**src/rtl/hazard_ctrl.sv**
```systemverilog
// ---------------------------------------------------------------------------
// hazard_ctrl
//
// Central hazard controller for a 5-stage RISC-V pipeline (IF, ID, EX, MEM, WB).
// Produces the stall, bubble and flush controls for the pipeline registers and
// the EX-stage operand forwarding selects. It also sequences data-memory wait
// states, runs a timeout watchdog on them, and keeps hazard performance
// counters.
//
// Parameters
//   MEM_TIMEOUT  consecutive stalled memory cycles before mem_timeout sets (2..65535)
//   CNT_W        width of the performance counters
//
// Ports
//   clk, rst                  clock; synchronous active-low reset
//   id_rs1_addr/id_rs2_addr   source registers of the ID instruction
//   id_rs1_used/id_rs2_used   ID instruction actually reads rs1 / rs2
//   ex_rs1_addr/ex_rs2_addr   source registers of the EX instruction
//   ex_rd_addr                destination of the EX instruction
//   ex_writeback_en           EX instruction writes back
//   ex_writeback_from_mem     EX instruction is a load
//   mem_rd_addr, mem_writeback_en, mem_writeback_from_mem   EX/MEM register output
//   wb_rd_addr, wb_writeback_en                             MEM/WB register output
//   branch_taken              EX resolved a taken branch / jump
//   dmem_req, dmem_ready      MEM-stage access active / access completes this cycle
//   stall_if..stall_mem       hold PC, IF/ID, ID/EX, EX/MEM
//   bubble_ex, bubble_wb      insert a NOP into ID/EX, MEM/WB
//   flush_if_id, flush_id_ex  clear IF/ID, ID/EX
//   fwd_a, fwd_b              EX operand source: 00 regfile, 01 EX/MEM, 10 MEM/WB
//   mem_timeout               sticky watchdog error
//   stall_cycles, flush_count, load_use_count   performance counters
// ---------------------------------------------------------------------------
module hazard_ctrl #(
    parameter int MEM_TIMEOUT = 64,
    parameter int CNT_W       = 32
) (
    input  logic             clk,
    input  logic             rst,
    input  logic [4:0]       id_rs1_addr,
    input  logic [4:0]       id_rs2_addr,
    input  logic             id_rs1_used,
    input  logic             id_rs2_used,
    input  logic [4:0]       ex_rs1_addr,
    input  logic [4:0]       ex_rs2_addr,
    input  logic [4:0]       ex_rd_addr,
    input  logic             ex_writeback_en,
    input  logic             ex_writeback_from_mem,
    input  logic [4:0]       mem_rd_addr,
    input  logic             mem_writeback_en,
    input  logic             mem_writeback_from_mem,
    input  logic [4:0]       wb_rd_addr,
    input  logic             wb_writeback_en,
    input  logic             branch_taken,
    input  logic             dmem_req,
    input  logic             dmem_ready,
    output logic             stall_if,
    output logic             stall_id,
    output logic             stall_ex,
    output logic             stall_mem,
    output logic             bubble_ex,
    output logic             bubble_wb,
    output logic             flush_if_id,
    output logic             flush_id_ex,
    output logic [1:0]       fwd_a,
    output logic [1:0]       fwd_b,
    output logic             mem_timeout,
    output logic [CNT_W-1:0] stall_cycles,
    output logic [CNT_W-1:0] flush_count,
    output logic [CNT_W-1:0] load_use_count
);

    typedef enum logic [0:0] {
        RUN      = 1'b0,
        MEM_WAIT = 1'b1
    } state_t;

    localparam logic [15:0]      TIMEOUT_LAST = 16'(MEM_TIMEOUT - 1);
    localparam logic [CNT_W-1:0] CNT_ONE      = {{(CNT_W-1){1'b0}}, 1'b1};

    state_t      state;
    logic [15:0] wait_cnt;
    logic        load_use;
    logic        hold_mem;
    logic        lu_fire;
    logic        any_stall;

    // Saturating increment for the wait-state counter.
    function automatic logic [15:0] sat_inc16(input logic [15:0] v);
        return (v == 16'hFFFF) ? v : v + 16'd1;
    endfunction

    // Operand source select. EX/MEM wins over MEM/WB; a load still in EX/MEM has
    // no data yet, so it cannot forward from there. x0 never forwards.
    function automatic logic [1:0] fwd_sel(
        input logic [4:0] rs,
        input logic       m_we,
        input logic       m_ld,
        input logic [4:0] m_rd,
        input logic       w_we,
        input logic [4:0] w_rd
    );
        if (m_we && !m_ld && (m_rd != 5'd0) && (m_rd == rs))
            return 2'b01;
        else if (w_we && (w_rd != 5'd0) && (w_rd == rs))
            return 2'b10;
        else
            return 2'b00;
    endfunction

    assign load_use = ex_writeback_en && ex_writeback_from_mem && (ex_rd_addr != 5'd0) &&
                      ((id_rs1_used && (id_rs1_addr == ex_rd_addr)) ||
                       (id_rs2_used && (id_rs2_addr == ex_rd_addr)));

    // In RUN a stall starts only for an outstanding request; once waiting, the
    // wait ends on dmem_ready alone.
    assign hold_mem = (state == RUN) ? (dmem_req && !dmem_ready) : !dmem_ready;

    always_comb begin
        stall_if    = 1'b0;
        stall_id    = 1'b0;
        stall_ex    = 1'b0;
        stall_mem   = 1'b0;
        bubble_ex   = 1'b0;
        bubble_wb   = 1'b0;
        flush_if_id = 1'b0;
        flush_id_ex = 1'b0;
        lu_fire     = 1'b0;
        if (!rst) begin
            flush_if_id = 1'b1;
            flush_id_ex = 1'b1;
        end else if (hold_mem) begin
            stall_if  = 1'b1;
            stall_id  = 1'b1;
            stall_ex  = 1'b1;
            stall_mem = 1'b1;
            bubble_wb = 1'b1;
        end else if (branch_taken) begin
            // The ID instruction is discarded, so a load-use hazard on it is moot.
            flush_if_id = 1'b1;
            flush_id_ex = 1'b1;
        end else if (load_use) begin
            stall_if  = 1'b1;
            stall_id  = 1'b1;
            bubble_ex = 1'b1;
            lu_fire   = 1'b1;
        end
    end

    assign fwd_a = rst ? fwd_sel(ex_rs1_addr, mem_writeback_en, mem_writeback_from_mem,
                                 mem_rd_addr, wb_writeback_en, wb_rd_addr) : 2'b00;
    assign fwd_b = rst ? fwd_sel(ex_rs2_addr, mem_writeback_en, mem_writeback_from_mem,
                                 mem_rd_addr, wb_writeback_en, wb_rd_addr) : 2'b00;

    assign any_stall = stall_if || stall_id || stall_ex || stall_mem;

    always_ff @(posedge clk) begin
        if (!rst) begin
            state          <= RUN;
            wait_cnt       <= 16'd0;
            mem_timeout    <= 1'b0;
            stall_cycles   <= '0;
            flush_count    <= '0;
            load_use_count <= '0;
        end else begin
            case (state)
                RUN: begin
                    if (dmem_req && !dmem_ready) begin
                        state    <= MEM_WAIT;
                        wait_cnt <= 16'd1;
                    end
                end
                MEM_WAIT: begin
                    if (dmem_ready) begin
                        state    <= RUN;
                        wait_cnt <= 16'd0;
                    end else begin
                        wait_cnt <= sat_inc16(wait_cnt);
                        // wait_cnt counts stalled cycles before this one, so the
                        // flag sets on the MEM_TIMEOUT-th stalled cycle.
                        if (wait_cnt == TIMEOUT_LAST)
                            mem_timeout <= 1'b1;
                    end
                end
                default: state <= RUN;
            endcase

            if (any_stall)
                stall_cycles <= stall_cycles + CNT_ONE;
            if (flush_if_id)
                flush_count <= flush_count + CNT_ONE;
            if (lu_fire)
                load_use_count <= load_use_count + CNT_ONE;
        end
    end

endmodule

```
**config.mk**
```make
export PLATFORM = sky130hd
export DESIGN_NAME = hazard_ctrl
export DESIGN_NICKNAME = d
export VERILOG_FILES = /design/src/rtl/hazard_ctrl.sv
export SDC_FILE = /design/constraint.sdc
export NUM_CORES = 1
export LEC_CHECK = 0
export CELL_PAD_IN_SITES_DETAIL_PLACEMENT = 2
export CELL_PAD_IN_SITES_GLOBAL_PLACEMENT = 2
export CORE_MARGIN = 3
export CORE_UTILIZATION = 26
export CTS_CLUSTER_DIAMETER = 120
export CTS_CLUSTER_SIZE = 14
export DETAILED_ROUTE_END_ITERATION = 8
export HOLD_SLACK_MARGIN = 0.15
export PLACE_DENSITY = 0.81
export SYNTH_ARGS = -nofsm -noshare
export SYNTH_HDL_FRONTEND = slang
export SYNTH_SLANG_ARGS = --single-unit
```
**constraint.sdc**
```tcl
create_clock -name clk -period 2.3 [get_ports clk]
set_input_delay 0.575 -clock clk [delete_from_list [all_inputs] [get_ports clk]]
set_output_delay 0.575 -clock clk [all_outputs]
set_load 0.01 [all_outputs]
```
==> results of run 1 <==
-- power groups by stage --
stage,Sequential [mW],Clock (mW),Combinational (mW)
floorplan,2.04,0,0.163
global placement,2.04,0,0.383
detailed placement,2.04,0,0.398
CTS,2.00,2.96,0.416
global route,2.00,3.06,0.477
finish,2.00,2.89,0.441
-- worst paths after layout --
path / endpoint
setup reg to reg: load_use_count[31]
hold / removal: mem_timeout
hold reg to reg: mem_timeout
setup / recovery: fwd_b[1]
-- per-stage QoR --
step | worst slack [ns] | utilization, %
after floorplan | -0.07939 | -
after global placement | -0.9609 | 37.01
after detailed placement | -1.043 | 37.01
after CTS | -0.3052 | 40.31
after global routing | -0.3280 | 40.96
final | -0.2785 | 40.96
-- cell type report --
type	count	area [um^2]	area share [%]
well taps	285	356.6	3.833
clock inverters	15	205.2	2.206
inverters	8	32.53	0.3497
multi-input cells	560	3834	41.21
repair buffers	239	2167	23.30
flip-flops and latches	114	2282	24.53
clock buffers	17	425.4	4.573
-- state kept, by name, summed over array words and instances, names as in the netlist --
| signal | count |
|---|---|
| stall_cycles | 32 |
| flush_count | 32 |
| state | 1 |
| wait_cnt | 16 |
| mem_timeout | 1 |
| load_use_count | 32 |
-- worst register-to-register path, stage by stage, from the launching register on --
cell and delay (ns):
dfxtp_1 0.43, and4_1 0.27, nand2_1 0.13, or2_1 0.39, nand4b_4 0.26, or3_1 0.33, a21oi_1 0.17
-- synth_stat cells (all sizes together) --
library cell and number:
nand4 30, a311oi 2, or4 24, mux2i 10, nor4 17, a31oi 2
o21a 11, buf 12, ha 4, and4 13, nand3 53, nor3 15
and3 15, nor2 62, o22ai 1, o211ai 6, o31a 5, o31ai 20
or2 3, dfxtp 114, a211o 1, nand2b 14, xor2 37, o21ai 24
o311ai 3, nand3b 2, o41ai 3, o21bai 1, clkbuf 26, or3 23
nand2 56, inv 8, a21o 1, and2 9, xnor2 34, nor2b 3
nor4b 2, a21oi 50, nand4b 4
-- cell families (layout without fill, tap and decap cells) --
| family | count (synthesis) | after routing | synth area share [%] |
|---|---|---|---|
| AO/OA/AOI/OAI | 130 | 130 | 13.77 |
| XOR/XNOR | 71 | 71 | 10.29 |
| adder cells (fa/ha/maj) | 4 | 4 | 0.8284 |
| buffers and inverters | 46 | 279 | 3.396 |
| flip-flops | 114 | 114 | 37.77 |
| multiplexers | 10 | 10 | 1.657 |
| AND/OR/NAND/NOR | 345 | 345 | 32.28 |
-- routing by layer --
layer  vias up  global-route usage [%]
met1      3184                   23.18
met4         2                   6.391
li1       3086                       -
met5         -                       0
met3        31                   4.376
met2       165                   33.73
-- repair_timing --
| item | CTS | global route |
|---|---|---|
| setup buffers | 7 | 5 |
| pin swaps | 35 | 34 |
| gates resized for setup | 162 | 73 |
| endpoints found under the hold margin | 0 | 0 |
| endpoints found under the setup margin | 77 | 23 |
| cloned | 1 | 0 |
==> metrics.md, run 1 <==
| Metric | Value |
|---|---|
| Clock transition at path regs | 0.06 ns |
| Sw Ratio | between 20% and 30% |
| Instance count on the critical path | 7 |
| Required time worst endpoint | 1.73 ns |
| WP buf/inv | 3 |
| Crit. Startpoint | mem_rd_addr[2] |
| Fin crit share | 112.1% |
| Synth Instances | 720 |
| Die width | 158.4 um |
| IO Count | 156 |
| GPL Wtd Cong | 0.7467 |
| Initial Utilization | 26.61% |
| Vias in the first global route | 7,105 |
| Final hold violation count | 0 |
| Dpl cells | around 1,200 |
| Synth top area share | a little under two fifths |
| CP delay by family, top | simple AND/OR/NAND/NOR gates |
| Antenna violations before repair | 1 |
| Crit-path max FO | 2 |
| Seq/Total Area, Yosys | 37.77% |
| Min-Delay Path Class | flop to flop |
| CP Capture Type | output port |
| WL final | about 24,000 um |
| MaxCap Viol Count | 0 |
| Clock latency on the worst-skew pair | about 0.42 ns |
| Met3 wire length | 1175 um |
| Avg Cell Area, Syn | 8.392 um^2 |
| Hold wc startpoint | mem_timeout |
| FF+latch count, synth | between 100 and 150 |
| Reg2Reg Launch Point | load_use_count[3] |
| CP Class | primary input to output port |
| Critical-path top delay cell | or4_4 |
| Clock Power Share | 54.2% |
| Fmax | 0.3878 GHz |
| Global Route Usage Sum | 19.21% |
| Slew Viols, Final | 0 |
| CTS Buffer Depth | 2 |
| Post-Syn Nets | 771 |
| Met2 WL | approximately 12,000 um |
| Hold Buf Count CTS | 0 |
| Area Overhead vs Synth | 53.97% |
| Remaining DRCs | 0 |
| Final HPWL DP | roughly 17,000 um |
| Hold path cells | 2 |
| Core Region | approximately 0.023 mm^2 |
| Internal | between 4 and 5 mW |
| Setup Viol. Count Final | 4 |
| Cts bufs inserted | 17 |
| # fillers | 2,459 |
| Met1 WL | 10,330 um |
| Overall Power | 5.328 mW |
| Hold_ws | slightly below 0.5 ns |
| Reg2Reg Depth | 6 |
| First-pass GRT wire length | 38,320 um |
| Post-Layout Cell Count | approximately 1,200 |
| Port bufs | about 160 |
| Ranking of synthesized cells by area | dfxtp_1, xor2_1, xnor2_1 |
| Combinational share of power | 8.3% |
| ANT cells | 0 |
| DR WL/cell | 19.38 um |
| Synth unique cells | 57 |
| Layout cells sized above 1 | 21.83% |
| CTS tree | done |
| Setup TNS | -0.8184 ns |
| Slew @ Worst Pin | 0.5396 ns |
| Grt ovf | 0 |
| Via count | 6,468 |
| Critical path arrival | 2.00 ns |
| Worst R2R Setup Slack | 0.23 ns |
| Number of routed nets with antenna violations | 0 |
| Rows | 55 |
| Commonest non-fill, non-tap cell in the layout | dfxtp_1 |
| Initial DRT Pass Iterations | 4 |
| Period minus WS final | 2.578 ns |
| Cell Pwr Density | 572.8 mW/mm^2 |
| 1st-iter DRT viols | approximately 230 |
| # nets final | 991 |
| Pin count of the biggest net entering global routing | 46 |
| Crit-path cells | buf_6 -> or4_4 -> o21ai_4 -> buf_6 -> nor4_4 -> nor4_4 -> buf_2 |
| Die ar. | between 0.02 and 0.03 mm^2 |
| Sw power | 1.308 mW |
| H-tree lvl count | 4 |
| Clock Sinks | 114 |
| Synth area leader | dfxtp_1 |
| Worst vdd ir | 420.0 uV |
| Final instance area | 0.009303 mm^2 |
| Normalized max-slew margin | 64.03% |
| Crit path largest cell delay | 0.54 ns |
| Unrepaired setup endpoints after global routing | yes |
| Root Buffer | clkbuf_16 |
| Run status | finished, violations left |
| Most frequent cells in the layout | dfxtp_1, clkdlybuf4s50_1, buf_4 |
| Die height | between 150 and 200 um |
| Synth Cell Area | 0.006042 mm^2 |
| Final worst slack | -0.2785 ns |
| Final Skew | 0.009677 ns |
| Sequential power share | 37.5% |
| Setup crit start kind | primary input |
| Leakage power | 3.355 nW |
| Vias per Instance | 5.225 |
| Instance area at placement | about 0.0084 mm^2 |
| Synth warn | 0 |
| Failing checks | setup timing |
| Top layer in use | met5 |
Power figures use the tool's default switching activity.
==> inputs of run 2 (changes only) <==
--- a/config.mk
+++ b/config.mk
@@ -14,6 +14,8 @@
 export DETAILED_ROUTE_END_ITERATION = 8
 export HOLD_SLACK_MARGIN = 0.15
 export PLACE_DENSITY = 0.81
+export SETUP_SLACK_MARGIN = 0.05
 export SYNTH_ARGS = -nofsm -noshare
 export SYNTH_HDL_FRONTEND = slang
 export SYNTH_SLANG_ARGS = --single-unit
+export TNS_END_PERCENT = 1
==> run 2 against run 1 <==
The run still ends with setup timing left. Flip-flop and latch count is the same. Critical path depth is 1 lower. Count of clock-buffer cells in the layout grew 1. Sequential share of layout area up 0.44 points. Routed wire length shrank 4.9%.
==> metrics.md, run 2 (synthesis results as in run 1) <==
| Metric | Value |
|---|---|
| Sw Ratio | 25.68% (was 24.54%) |
| Number of routed nets with antenna violations | 0 (unchanged) |
| Internal | 3.705 mW (was 4.021 mW) |
| IO Count | 156 (unchanged) |
| Crit path capture | fwd_b[1] (unchanged) |
| First-pass GRT wire length | 37,340 um (was 38,320 um) |
| Most Frequent Cell on Critical Path | buf_6 |
| Instance count on the critical path | 6 (was 7) |
| H-tree lvl count | 4 (unchanged) |
| Root Buffer | clkbuf_16 (unchanged) |
| Remaining DRCs | 0 (unchanged) |
| Cts bufs inserted | 17 (unchanged) |
| Critical-path top delay cell | or4_1 (was or4_4) |
| Most frequent cells in the layout | dfxtp_1, clkdlybuf4s50_1, buf_4 (unchanged) |
| Grt ovf | 0 (unchanged) |
| Overall Power | 4.985 mW (was 5.328 mW) |
| Rows | 55 (unchanged) |
| Port bufs | 155 (unchanged) |
| Combinational share of power | 8.3% (about the same) |
| Final Skew | 0.01002 ns (was 0.009677 ns) |
| Clock latency on the worst-skew pair | 0.42 ns (about the same) |
| Via count | 6,440 (was 6,468) |
| Area Overhead vs Synth | 51.23% (was 53.97%) |
| Clock transition at path regs | 0.06 ns (about the same) |
| CP Capture Type | output port (unchanged) |
| Fmax | 0.3994 GHz (was 0.3878 GHz) |
| CTS tree | done (unchanged) |
| Final HPWL DP | 16,280 um (was 16,570 um) |
| Run status | finished, violations left (unchanged) |
| Worst R2R Setup Slack | 0.12 ns (was 0.23 ns) |
| Worst vdd ir | 420.5 uV (was 420.0 uV) |
| Hold Buf Count CTS | 0 (unchanged) |
| Crit-path max FO | 2 (unchanged) |
| FF-to-FF End | flush_count[31] (was load_use_count[31]) |
| Initial Utilization | 26.61% (unchanged) |
| WL final | 22,820 um (was 24,000 um) |
| Dpl cells | 1,199 (was 1,197) |
| Slew @ Worst Pin | 0.4762 ns (was 0.5396 ns) |
| Clock Sinks | 114 (unchanged) |
| Min-Delay Path Class | flop to flop (unchanged) |
| CTS Buffer Depth | 2 (unchanged) |
| Commonest non-fill, non-tap cell in the layout | dfxtp_1 (unchanged) |
| MaxCap Viol Count | 0 (unchanged) |
| # nets final | 988 (was 991) |
| WP buf/inv | 3 (unchanged) |
| Antenna violations before repair | 0 (was 1) |
| 1st-iter DRT viols | 201 (was 225) |
| Period minus WS final | 2.504 ns (was 2.578 ns) |
| Normalized max-slew margin | 68.17% (was 64.03%) |
| Layout cells sized above 1 | 20.42% (was 21.83%) |
| Die width | 158.4 um (unchanged) |
| Fin crit share | 108.9% (was 112.1%) |
| Setup Viol. Count Final | 7 (was 4) |
| Failing checks | setup timing (unchanged) |
| Final worst slack | -0.2037 ns (was -0.2785 ns) |
| Sw power | 1.280 mW (was 1.308 mW) |
| Leakage power | 3.274 nW (was 3.355 nW) |
| Vias in the first global route | 7,065 (was 7,105) |
| Final hold violation count | 0 (unchanged) |
| Unrepaired setup endpoints after global routing | yes (unchanged) |
| Slew Viols, Final | 0 (unchanged) |
| Crit path largest cell delay | 0.54 ns (about the same) |
| DR WL/cell | 18.48 um (was 19.38 um) |
| Required time worst endpoint | 1.73 ns (about the same) |
| Largest regs | flush_count: 32 flops, load_use_count: 32 flops, stall_cycles: 32 flops (unchanged) |
| Critical path arrival | 1.93 ns (was 2.00 ns) |
| Pin count of the biggest net entering global routing | 46 (unchanged) |
| Hold_ws | 0.4865 ns (was 0.4851 ns) |
| ANT cells | 0 (unchanged) |
| Core Region | 0.02271 mm^2 (unchanged) |
| Die ar. | 0.02510 mm^2 (unchanged) |
| Sequential power share | 40.1% (was 37.5%) |
| GPL Wtd Cong | 0.7681 (was 0.7467) |
| Die height | 158.4 um (unchanged) |
| Crit-path cells | buf_6 -> buf_6 -> xor2_1 -> or4_1 -> nor4_2 -> buf_2 (was buf_6 -> or4_4 -> o21ai_4 -> buf_6 -> nor4_4 -> nor4_4 -> buf_2) |
| Reg2Reg Depth | 7 (was 6) |
| Vias per Instance | 5.215 (was 5.225) |
| Initial DRT Pass Iterations | 4 (unchanged) |
| Clock Power Share | 51.6% (was 54.2%) |
| Reg2Reg Launch Point | flush_count[8] (was load_use_count[3]) |
| Global Route Usage Sum | 18.57% (was 19.21%) |
| Setup crit start kind | primary input (unchanged) |
| Post-Layout Cell Count | 1,235 (was 1,238) |
| Crit. Startpoint | wb_rd_addr[1] (was mem_rd_addr[2]) |
| CP Class | primary input to output port (unchanged) |
| CP delay by family, top | simple AND/OR/NAND/NOR gates (unchanged) |
| Cell Pwr Density | 545.6 mW/mm^2 (was 572.8 mW/mm^2) |
==> run 2: changes by cell type in the layout (fill, tap and decap cells not counted), moves of 3 or more <==
cell and delta:
buf_4 -8, dlygate4sd2_1 +8, clkdlybuf4s15_1 -5, clkdlybuf4s50_1 +5, buf_2 +4, a21oi_2 +3
bufinv_16 -3, xnor2_1 +3
==> run 2: worst min path at each step <==
stage | start | to | slack [ns] | depth (start not counted)
detailed placement | stall_cycles[31] | stall_cycles[31] | 0.48 | 2
global placement | load_use_count[31] | load_use_count[31] | 0.47 | 2
finish | load_use_count[31] | load_use_count[31] | 0.49 | 2
global route | stall_cycles[31] | stall_cycles[31] | 0.52 | 2
floorplan | wait_cnt[5] | wait_cnt[5] | 0.47 | 2
CTS | stall_cycles[31] | stall_cycles[31] | 0.49 | 2
==> run 2: power by group through the flow <==
stage               combinational (mW)  sequential [mW]  clock (mW)
finish                           0.412             2.00        2.57
CTS                              0.411             2.00        2.64
detailed placement               0.401             2.04           0
floorplan                        0.163             2.04           0
global route                     0.452             2.00        2.74
global placement                 0.390             2.04           0
==> run 2: final cells by class <==
cell class	instances	area [um^2]
clock buffer	18	439.2
clock inverter	14	132.6
fill	2509	13570
inverter	8	30.03
multi-input combinational	560	3799
sequential	114	2282
tap	285	356.6
timing repair buffer	236	2098
==> run 2: what timing repair did <==
item                                    CTS  global route
setup buffers                             3             1
gates resized for setup                 151            28
pin swaps                                29            18
endpoints found under the hold margin     0             0
endpoints found under the setup margin   79            42
==> run 2: through the flow <==
stage / setup WS, ns / setup TNS (ns) / cell area, um^2 / util [%]
floorplan: -0.07939 / -0.1702 / 6126 / -
global placement: -1.023 / -46.11 / 8428 / 37.11
detailed placement: -1.129 / -51.28 / 8428 / 37.11
CTS: -0.2207 / -1.225 / 9090 / 40.03
global route: -0.2427 / -1.980 / 9138 / 40.24
finish: -0.2037 / -1.148 / 9138 / 40.24
==> run 2: layer usage <==
layer  routed length [um]  global-route usage (%)  share of wire [%]  vias up
li1                     -                       -                  -     3078
met1                 9888                   22.04                 43     3196
met2                11430                   33.30                 50      147
met3                 1270                   5.137                5.6       19
met4                  230                   4.342                1.0        0
met5                    0                       0                  0        -
==> run 2: tightest hold or removal path, delay by kind of cell, from the launching register on <==
kind           cells  cell delay (ns)
flip-flops         1             0.32
AO/OA/AOI/OAI      2             0.13
